==> src/rtl/fc_layer_seq_if.sv <==
// Job/result handshake bundle for the sequential fully-connected layer.
// master drives operands and accepts results; slave is the layer itself.
interface fc_layer_seq_if #(
  parameter int unsigned BATCH_SIZE = 1,
  parameter int unsigned FEAT_SIZE  = 3,
  parameter int unsigned OUT_SIZE   = 2,
  parameter int unsigned DW         = 32
);
  logic                                  in_valid;
  logic                                  in_ready;
  logic [BATCH_SIZE*FEAT_SIZE*DW-1:0]    data;
  logic [FEAT_SIZE*OUT_SIZE*DW-1:0]      weight;
  logic [OUT_SIZE*DW-1:0]                bias;
  logic                                  relu_en;
  logic                                  out_valid;
  logic                                  out_ready;
  logic [BATCH_SIZE*OUT_SIZE*DW-1:0]     result;
  logic                                  busy;

  modport master (
    output in_valid, data, weight, bias, relu_en, out_ready,
    input  in_ready, out_valid, result, busy
  );

  modport slave (
    input  in_valid, data, weight, bias, relu_en, out_ready,
    output in_ready, out_valid, result, busy
  );
endinterface

==> src/rtl/fc_layer_seq.sv <==
// Sequential fully-connected layer: OUT_SIZE MAC lanes stepped over (b,k),
// then one bias/shift/ReLU/saturate pass into a held result register.
module fc_layer_seq #(
  parameter int unsigned BATCH_SIZE = 1,
  parameter int unsigned FEAT_SIZE  = 3,
  parameter int unsigned OUT_SIZE   = 2,
  parameter int unsigned DW         = 32,
  parameter int unsigned FRAC       = 0
) (
  input  logic          clk,
  input  logic          rst,
  fc_layer_seq_if.slave bus
);

  localparam int unsigned ACCW = 2*DW + $clog2(FEAT_SIZE+1) + 1;
  localparam int unsigned BW   = (BATCH_SIZE > 1) ? $clog2(BATCH_SIZE) : 1;
  localparam int unsigned KW   = (FEAT_SIZE  > 1) ? $clog2(FEAT_SIZE)  : 1;
  localparam int unsigned OW   = (OUT_SIZE   > 1) ? $clog2(OUT_SIZE)   : 1;

  localparam logic signed [ACCW-1:0] SAT_MAX = {{(ACCW-DW+1){1'b0}}, {(DW-1){1'b1}}};
  localparam logic signed [ACCW-1:0] SAT_MIN = {{(ACCW-DW+1){1'b1}}, {(DW-1){1'b0}}};

  typedef enum logic [1:0] {IDLE, MAC, BIAS, DONE} state_e;

  state_e state_q, state_d;

  // Packed operand layouts match the flat bus element ordering exactly
  logic [BATCH_SIZE-1:0][FEAT_SIZE-1:0][DW-1:0]   data_q;
  logic [FEAT_SIZE-1:0][OUT_SIZE-1:0][DW-1:0]     weight_q;
  logic [OUT_SIZE-1:0][DW-1:0]                    bias_q;
  logic                                           relu_q;
  logic [BATCH_SIZE-1:0][OUT_SIZE-1:0][ACCW-1:0]  acc_q;
  logic [BATCH_SIZE-1:0][OUT_SIZE-1:0][DW-1:0]    result_q, result_d;
  logic [BW-1:0]                                  b_q;
  logic [KW-1:0]                                  k_q;
  logic                                           out_valid_q;
  logic                                           busy_q;
  logic                                           accept;
  logic                                           last_step;
  logic signed [ACCW-1:0]                         sum_t;

  assign bus.in_ready  = (state_q == IDLE) && !rst;
  assign bus.out_valid = out_valid_q;
  assign bus.result    = result_q;
  assign bus.busy      = busy_q;

  assign accept    = bus.in_valid && bus.in_ready;
  assign last_step = (b_q == BW'(BATCH_SIZE-1)) && (k_q == KW'(FEAT_SIZE-1));

  // Next-state logic
  always_comb begin
    state_d = state_q;
    unique case (state_q)
      IDLE: if (accept)        state_d = MAC;
      MAC:  if (last_step)     state_d = BIAS;
      BIAS:                    state_d = DONE;
      DONE: if (bus.out_ready) state_d = IDLE;
      default:                 state_d = IDLE;
    endcase
  end

  always_ff @(posedge clk or posedge rst) begin
    if (rst) begin
      state_q     <= IDLE;
      out_valid_q <= 1'b0;
      busy_q      <= 1'b0;
    end else begin
      state_q     <= state_d;
      out_valid_q <= (state_d == DONE);
      busy_q      <= (state_d != IDLE);
    end
  end

  // Bias add, floor shift, optional ReLU and saturation for every lane
  always_comb begin
    result_d = '0;
    sum_t    = '0;
    for (int b = 0; b < BATCH_SIZE; b++) begin
      for (int j = 0; j < OUT_SIZE; j++) begin
        sum_t = $signed(acc_q[BW'(b)][OW'(j)])
              + (ACCW'($signed(bias_q[OW'(j)])) <<< FRAC);
        sum_t = sum_t >>> FRAC;
        if (relu_q && sum_t[ACCW-1]) sum_t = '0;
        if (sum_t > SAT_MAX)      sum_t = SAT_MAX;
        else if (sum_t < SAT_MIN) sum_t = SAT_MIN;
        result_d[BW'(b)][OW'(j)] = sum_t[DW-1:0];
      end
    end
  end

  always_ff @(posedge clk or posedge rst) begin
    if (rst) begin
      data_q   <= '0;
      weight_q <= '0;
      bias_q   <= '0;
      relu_q   <= 1'b0;
      acc_q    <= '0;
      result_q <= '0;
      b_q      <= '0;
      k_q      <= '0;
    end else begin
      if (accept) begin
        data_q   <= bus.data;
        weight_q <= bus.weight;
        bias_q   <= bus.bias;
        relu_q   <= bus.relu_en;
        acc_q    <= '0;
        b_q      <= '0;
        k_q      <= '0;
      end
      // Sign-extended operands keep the wrapped unsigned sum two's-complement correct
      if (state_q == MAC) begin
        for (int j = 0; j < OUT_SIZE; j++) begin
          acc_q[b_q][OW'(j)] <= acc_q[b_q][OW'(j)]
                              + ACCW'($signed(data_q[b_q][k_q]))
                              * ACCW'($signed(weight_q[k_q][OW'(j)]));
        end
        if (k_q == KW'(FEAT_SIZE-1)) begin
          k_q <= '0;
          b_q <= b_q + BW'(1);
        end else begin
          k_q <= k_q + KW'(1);
        end
      end
      if (state_q == BIAS) result_q <= result_d;
    end
  end

endmodule
==> src/flat_wrapper.sv <==
// flat-port wrapper written by rule: the top's interface ports become plain ports
module fc_layer_seq_flat 
#(
  parameter int unsigned BATCH_SIZE = 1,
  parameter int unsigned FEAT_SIZE  = 3,
  parameter int unsigned OUT_SIZE   = 2,
  parameter int unsigned DW         = 32,
  parameter int unsigned FRAC       = 0
)
  (clk, rst, bus_in_valid, bus_data, bus_weight, bus_bias, bus_relu_en, bus_out_ready, bus_in_ready, bus_out_valid, bus_result, bus_busy);
  fc_layer_seq_if #(.BATCH_SIZE(BATCH_SIZE), .FEAT_SIZE(FEAT_SIZE), .OUT_SIZE(OUT_SIZE), .DW(DW)) bus_i ();
  input  logic clk;
  input  logic rst;
  input wire logic [$bits(bus_i.in_valid)-1:0] bus_in_valid;
  input wire logic [$bits(bus_i.data)-1:0] bus_data;
  input wire logic [$bits(bus_i.weight)-1:0] bus_weight;
  input wire logic [$bits(bus_i.bias)-1:0] bus_bias;
  input wire logic [$bits(bus_i.relu_en)-1:0] bus_relu_en;
  input wire logic [$bits(bus_i.out_ready)-1:0] bus_out_ready;
  output wire logic [$bits(bus_i.in_ready)-1:0] bus_in_ready;
  output wire logic [$bits(bus_i.out_valid)-1:0] bus_out_valid;
  output wire logic [$bits(bus_i.result)-1:0] bus_result;
  output wire logic [$bits(bus_i.busy)-1:0] bus_busy;
  assign bus_i.in_valid = bus_in_valid;
  assign bus_i.data = bus_data;
  assign bus_i.weight = bus_weight;
  assign bus_i.bias = bus_bias;
  assign bus_i.relu_en = bus_relu_en;
  assign bus_i.out_ready = bus_out_ready;
  assign bus_in_ready = bus_i.in_ready;
  assign bus_out_valid = bus_i.out_valid;
  assign bus_result = bus_i.result;
  assign bus_busy = bus_i.busy;
  fc_layer_seq #(.BATCH_SIZE(BATCH_SIZE), .FEAT_SIZE(FEAT_SIZE), .OUT_SIZE(OUT_SIZE), .DW(DW), .FRAC(FRAC)) u_core (.clk(clk), .rst(rst), .bus(bus_i));
endmodule
==> config.mk <==
export PLATFORM = sky130hd
export DESIGN_NAME = fc_layer_seq_flat
export DESIGN_NICKNAME = d
export VERILOG_FILES = /design/src/rtl/fc_layer_seq_if.sv /design/src/rtl/fc_layer_seq.sv /design/src/flat_wrapper.sv
export SDC_FILE = /design/constraint.sdc
export NUM_CORES = 2
export LEC_CHECK = 0
export CORE_MARGIN = 2
export CORE_UTILIZATION = 50
export CTS_BUF_LIST = sky130_fd_sc_hd__clkbuf_4 sky130_fd_sc_hd__clkbuf_8
export DETAILED_ROUTE_END_ITERATION = 16
export PLACE_DENSITY = 0.67
export SYNTH_ARGS = -nofsm -noshare
export SYNTH_HDL_FRONTEND = slang
export SYNTH_SLANG_ARGS = --single-unit
export TNS_END_PERCENT = 50
==> constraint.sdc <==
create_clock -name clk -period 20.7 [get_ports clk]
set_clock_uncertainty 0.1 [all_clocks]
set_input_delay 4.14 -clock clk [delete_from_list [all_inputs] [get_ports clk]]
set_output_delay 4.14 -clock clk [all_outputs]
set_load 0.005 [all_outputs]
# Word level (Yosys, flattened, before mapping)
# Cells that the tools add are included.
# totals
reg_bits	494
output_inout_bits	67
wordCells	67
# op_classes
reduce_logical	9
bitwise_logic	1
n_mux	23
multipliers	1
n_eq_ne	5
magnitude_cmp	5
n_addsub	4
# ops
cell	count
134-bit two-way mux	2
67-bit two-way mux	3
134-bit bitwise mux	1
64-bit binary-select mux with 2-bit select	1
32-bit two-way mux	4
96-bit two-way mux	1
67-bit by 32-bit adder with 67-bit output	1
67-bit adder	1
67-bit by 32-bit > comparator with 1-bit output, second input constant	1
67-bit by 32-bit < comparator with 1-bit output, second input constant	1
32-bit binary-select mux with 2-bit select	1
32-bit by 32-bit multiplier with 64-bit output	1
2-bit two-way mux	6
2-bit == test, second input constant	4
2-bit one-hot mux with 4 select lines	1
1-bit logical AND	5
2-bit nonzero test	2
2-bit by 3-bit < comparator with 1-bit output, second input constant	1
1-bit two-way mux	3
2-bit by 1-bit adder with 2-bit output, second input constant	1
2-bit by 1-bit == test with 1-bit output, second input constant	1
2-bit logical NOT	1
1-bit adder, second input constant	1
1-bit greater-or-equal comparator, second input constant	1
other kinds (3)	3

# Logic depth before layout (Yosys ltp)
# depth
ltp_word	8
mapped_depth	50
ltp_nobuf	46

# Worst setup path after synthesis
# OpenSTA, ideal clock, no wires.
# synth_path
path_kind	register to register
start	reg u_core.k_q[0]
end	reg u_core.acc_q[64] in the netlist's numbering
arrival_time_ns	11.117
path_buffers	4
setup_time_ns	0.121
required_time_ns	20.479
stages_incl_launch_ff	45
slack_ns	9.362
period_less_slack_ns	11.338
cell_sequence	dfrtp_1 > clkbuf_1 > buf_1 > clkbuf_1 > mux2i_1 > o21a_1 > clkbuf_1 > nor2_1 > fa_1 > fa_1 > fa_1 > inv_1 > fa_1 > inv_1 > fa_1 > inv_1 > fa_1 > inv_1 > [9 not listed] > nand2_1 > a21o_1 > a21oi_1 > xnor2_1 > ha_1 > and3_1 > nand2_1 > nor3_1 > a221o_1 > a31oi_1 > o21ai_1 > a311o_1 > a31o_2 > a31oi_1 > o21ai_1 > a211oi_1 > xnor2_1 > a22o_1
# synth_between
elab_chain_len	6
elab_cells_between_ends	8
cone_classes	1 x add/sub; 1 x mul; 6 x mux
# synth_lines
item	line_no	source
start: declaration	fc_layer_seq.sv:35	logic [KW-1:0] k_q;
start signal: assignment	fc_layer_seq.sv:122	k_q <= k_q + KW'(1);
32-bit binary-select mux with 2-bit select / 64-bit binary-select mux with 2-bit select (equally long branches)	--	
32-bit two-way mux (on tied branches)	fc_layer_seq.sv:115, fc_layer_seq.sv:116	
32-bit by 32-bit multiplier with 64-bit output *	fc_layer_seq.sv:116	* ACCW'($signed(weight_q[k_q][OW'(j)]));
67-bit adder *	fc_layer_seq.sv:115	+ ACCW'($signed(data_q[b_q][k_q]))
134-bit bitwise mux *	fc_layer_seq.sv:114	acc_q[b_q][OW'(j)] <= acc_q[b_q][OW'(j)]
134-bit two-way mux *	fc_layer_seq.sv:112	if (state_q == MAC) begin
end signal: indexed assignment	fc_layer_seq.sv:114	
end: declaration	fc_layer_seq.sv:32	logic [BATCH_SIZE-1:0][OUT_SIZE-1:0][ACCW-1:0] acc_q;
# Every way passes the cells marked *; elsewhere a longest branch is shown, timed or not. The select of a mux whose other input is x is not followed.
# A chain may end at the register's enable or synchronous reset.

# Worst setup path after layout
# layout_path
start	reg u_core.k_q[1]
end	reg u_core.acc_q[64] in the netlist's numbering
# The elaborated chain is that of the path after synthesis.

==> flow_metrics.tcl <==
set metrics [dict create \
    critical_path.max_stage_delay_ps 870 \
    synth_top_area_share_pct 38.1 \
    die_width_microns 342 \
    track_usage_pct 31.2 \
    synth_top_family_by_area "adder cells" \
    clock_sinks 331 \
    synth_simple_gate_area_share_pct 12.6 \
    wire_per_inst_microns 22.9 \
    root_buffer "clkbuf_8" \
    synth_seq_area_share_pct 14.5 \
    nets 8006 \
    grt_util_met3_pct 5.89 \
    setup_viol 0 \
    cp-startpoint "u_core.k_q[1]" \
    synth_adder_area_share_pct 45.1 \
    worst_pin_slew_ps 1290 \
    start_util_pct 50.5 \
    syn_area_sq_um 57000 \
    cts.path.max_buffers 3 \
    outcome "finished clean" \
    synth-xor-area-share_pct 2.72 \
    ys.flop_type "dfrtp_1" \
    overflow 0 \
    cts_max_level 2 \
    layout-drive-gt1-share_pct 8.57 \
    antenna_found_initial 6 \
    design.core.area_sq_um 113000 \
    place_congestion 0.931 \
    drt_iter0_markers 3409 \
    fp-row-count 123 \
    synthArstFlopShare_pct 100 \
    synth-seq-cells 331 \
    numCtsBuffers 56 \
    remaining_drc_errors 0 \
    synth_area_leader_cell "fa_1" \
    slew_violations 0 \
    synth_edf_count 0 \
    synthTopCellsByArea "fa_1 (38%), dfrtp_1 (15%), ha_1 (7.0%), inv_1 (6.4%), nand2_1 (4.8%)" \
    finalHoldViolCount 0 \
    fin_crit_sh_pct 67.1 \
    period_needed_ps 13890 \
    dpl.hpwl_microns 140000 \
    num_vias 44951 \
    grt-busiest-layer "met2" \
    dieArea_sq_um 117000 \
    cts_tree "yes" \
    rsz0062_at_grt "no" \
    crit_path_end_kind "flip-flop" \
    arrival_ps 14370 \
    grt_util_met2_pct 49.9 \
    antenna_left 0 \
    yosys_warnings 0 \
    synthMostInstantiatedCell "fa_1" \
    syn_avg_cell_area_sq_um 9.31 \
    syn_inst 6117 \
    utilization_pct 55.5 \
    crit_type "reg -> reg" \
    drv_cap 0 \
    clk_pin_slew_worst_paths_ps 70 \
    grt_pass1_wl_microns 278000 \
    worstHoldStart "u_core.weight_q[21]" \
    firstDrtPassIters 5 \
    synthTopCellsByCount "fa_1 (1084), inv_1 (970), nand2_1 (723)" \
    io_buffers 263 \
    worstReg2RegStart "u_core.k_q[1]" \
    path_max_fanout 76 \
    fmax_ghz 0.0720 \
    cts_hold_buffers 0 \
    synth_compound_area_share_pct 10.5 \
    crit_required_ps 21180 \
    fp.dieH_microns 342 \
    cts-resized-gates 0 \
    routed_wl_microns 179000 \
    cpMaxStageDelayCell "buf_4" \
    synth.mux.area_fraction_pct 5.69 \
    grt_max_degree 121 \
    grt_pass1_vias 46864 \
    critPathMostFrequentCell "fa_1" \
    synth.distinct_cells 88 \
    fin_setup_tns_ps 0 \
    insertion_delay_ps 740 \
    viasPerCell 5.76 \
    globalRouteMet1Util_pct 41.5 \
    min_path_type "reg -> reg" \
    crit_path_start_kind "flip-flop" \
    cts_setup_buffers 0 \
    io_pins 424 \
    maxSlewHeadroom_pct 14.1 \
    syn_to_final_growth_pct 9.86 \
]
==> sequential cells by signal (all words and copies together) (netlist names), 2 cells and up <==
register,count
u_core.acc_q,67
u_core.state_q,2
u_core.bias_q,32
u_core.weight_q,96
u_core.k_q,2
u_core.data_q,96
u_core.bus.result,32
==> cells in the final DEF (no fill, tap or decap), types with 168 or more instances in the layout <==
| master | synthesis | final |
|---|---|---|
| o21ai_0 | 182 | 168 |
| clkdlybuf4s50_1 | 0 | 263 |
| a21oi_1 | 199 | 181 |
| ha_1 | 319 | 319 |
| mux2_2 | 225 | 225 |
| inv_1 | 970 | 969 |
| dfrtp_1 | 331 | 329 |
| nand2_1 | 723 | 723 |
| fa_1 | 1084 | 1084 |
| nor2_1 | 703 | 702 |
==> stage by stage <==
stage	hold WS (ps)	worst slack, ps	std cells	area (sq um)
after floorplan	380	7290	6148	57100
after global placement	388	7160	7688	61200
after detailed placement	394	7110	7688	61200
after CTS	408	6990	7792	62600
after global routing	416	6350	7793	62600
final	403	6810	7798	62600
==> final timing paths <==
check,to,slack [ps],cells after the start
setup / recovery,u_core.acc_q[64],6810,42
hold / removal,u_core.weight_q[21],400,1
setup reg to reg,u_core.acc_q[64],6810,42
hold reg to reg,u_core.weight_q[21],400,1
max in group asynchronous,u_core.weight_q[148],14180,4
min in group asynchronous,u_core.state_q[0],3900,2
==> area by class of cell <==
type,instances,area [sq um]
Fill cell,10076,50200
Clock inverter,20,313
Tap cell,1500,1880
Sequential cell,331,8290
Inverter,970,3650
Clock buffer,84,1070
Multi-Input combinational cell,4520,44000
Timing Repair Buffer,367,3410
Antenna cell,6,15.0
==> critical path, delay by kind of cell (launching register included) <==
kind / cells / cell delay (ps)
AO/OA/AOI/OAI: 16 / 4720
adder cells (fa/ha/maj): 10 / 4650
AND/OR/NAND/NOR: 8 / 1890
buffers and inverters: 6 / 1250
flip-flops: 1 / 780
XOR/XNOR: 2 / 270
==> logic make-up after synthesis <==
logic type	count (synthesis)
mux	296
fa+ha+maj	1403
buf+inv	1297
compound gates	892
other cells	1
simple gates	1720
flops	331
xor+xnor	177
==> metal layers <==
layer,vias up,share of wire (%)
li1,19558,-
met1,22937,40
met2,2000,46
met3,454,8.7
met4,2,5.4
met5,-,0.0039
Power is not shown: default switching activity piles up to over one toggle a cycle in this logic, so the estimate is an artifact.
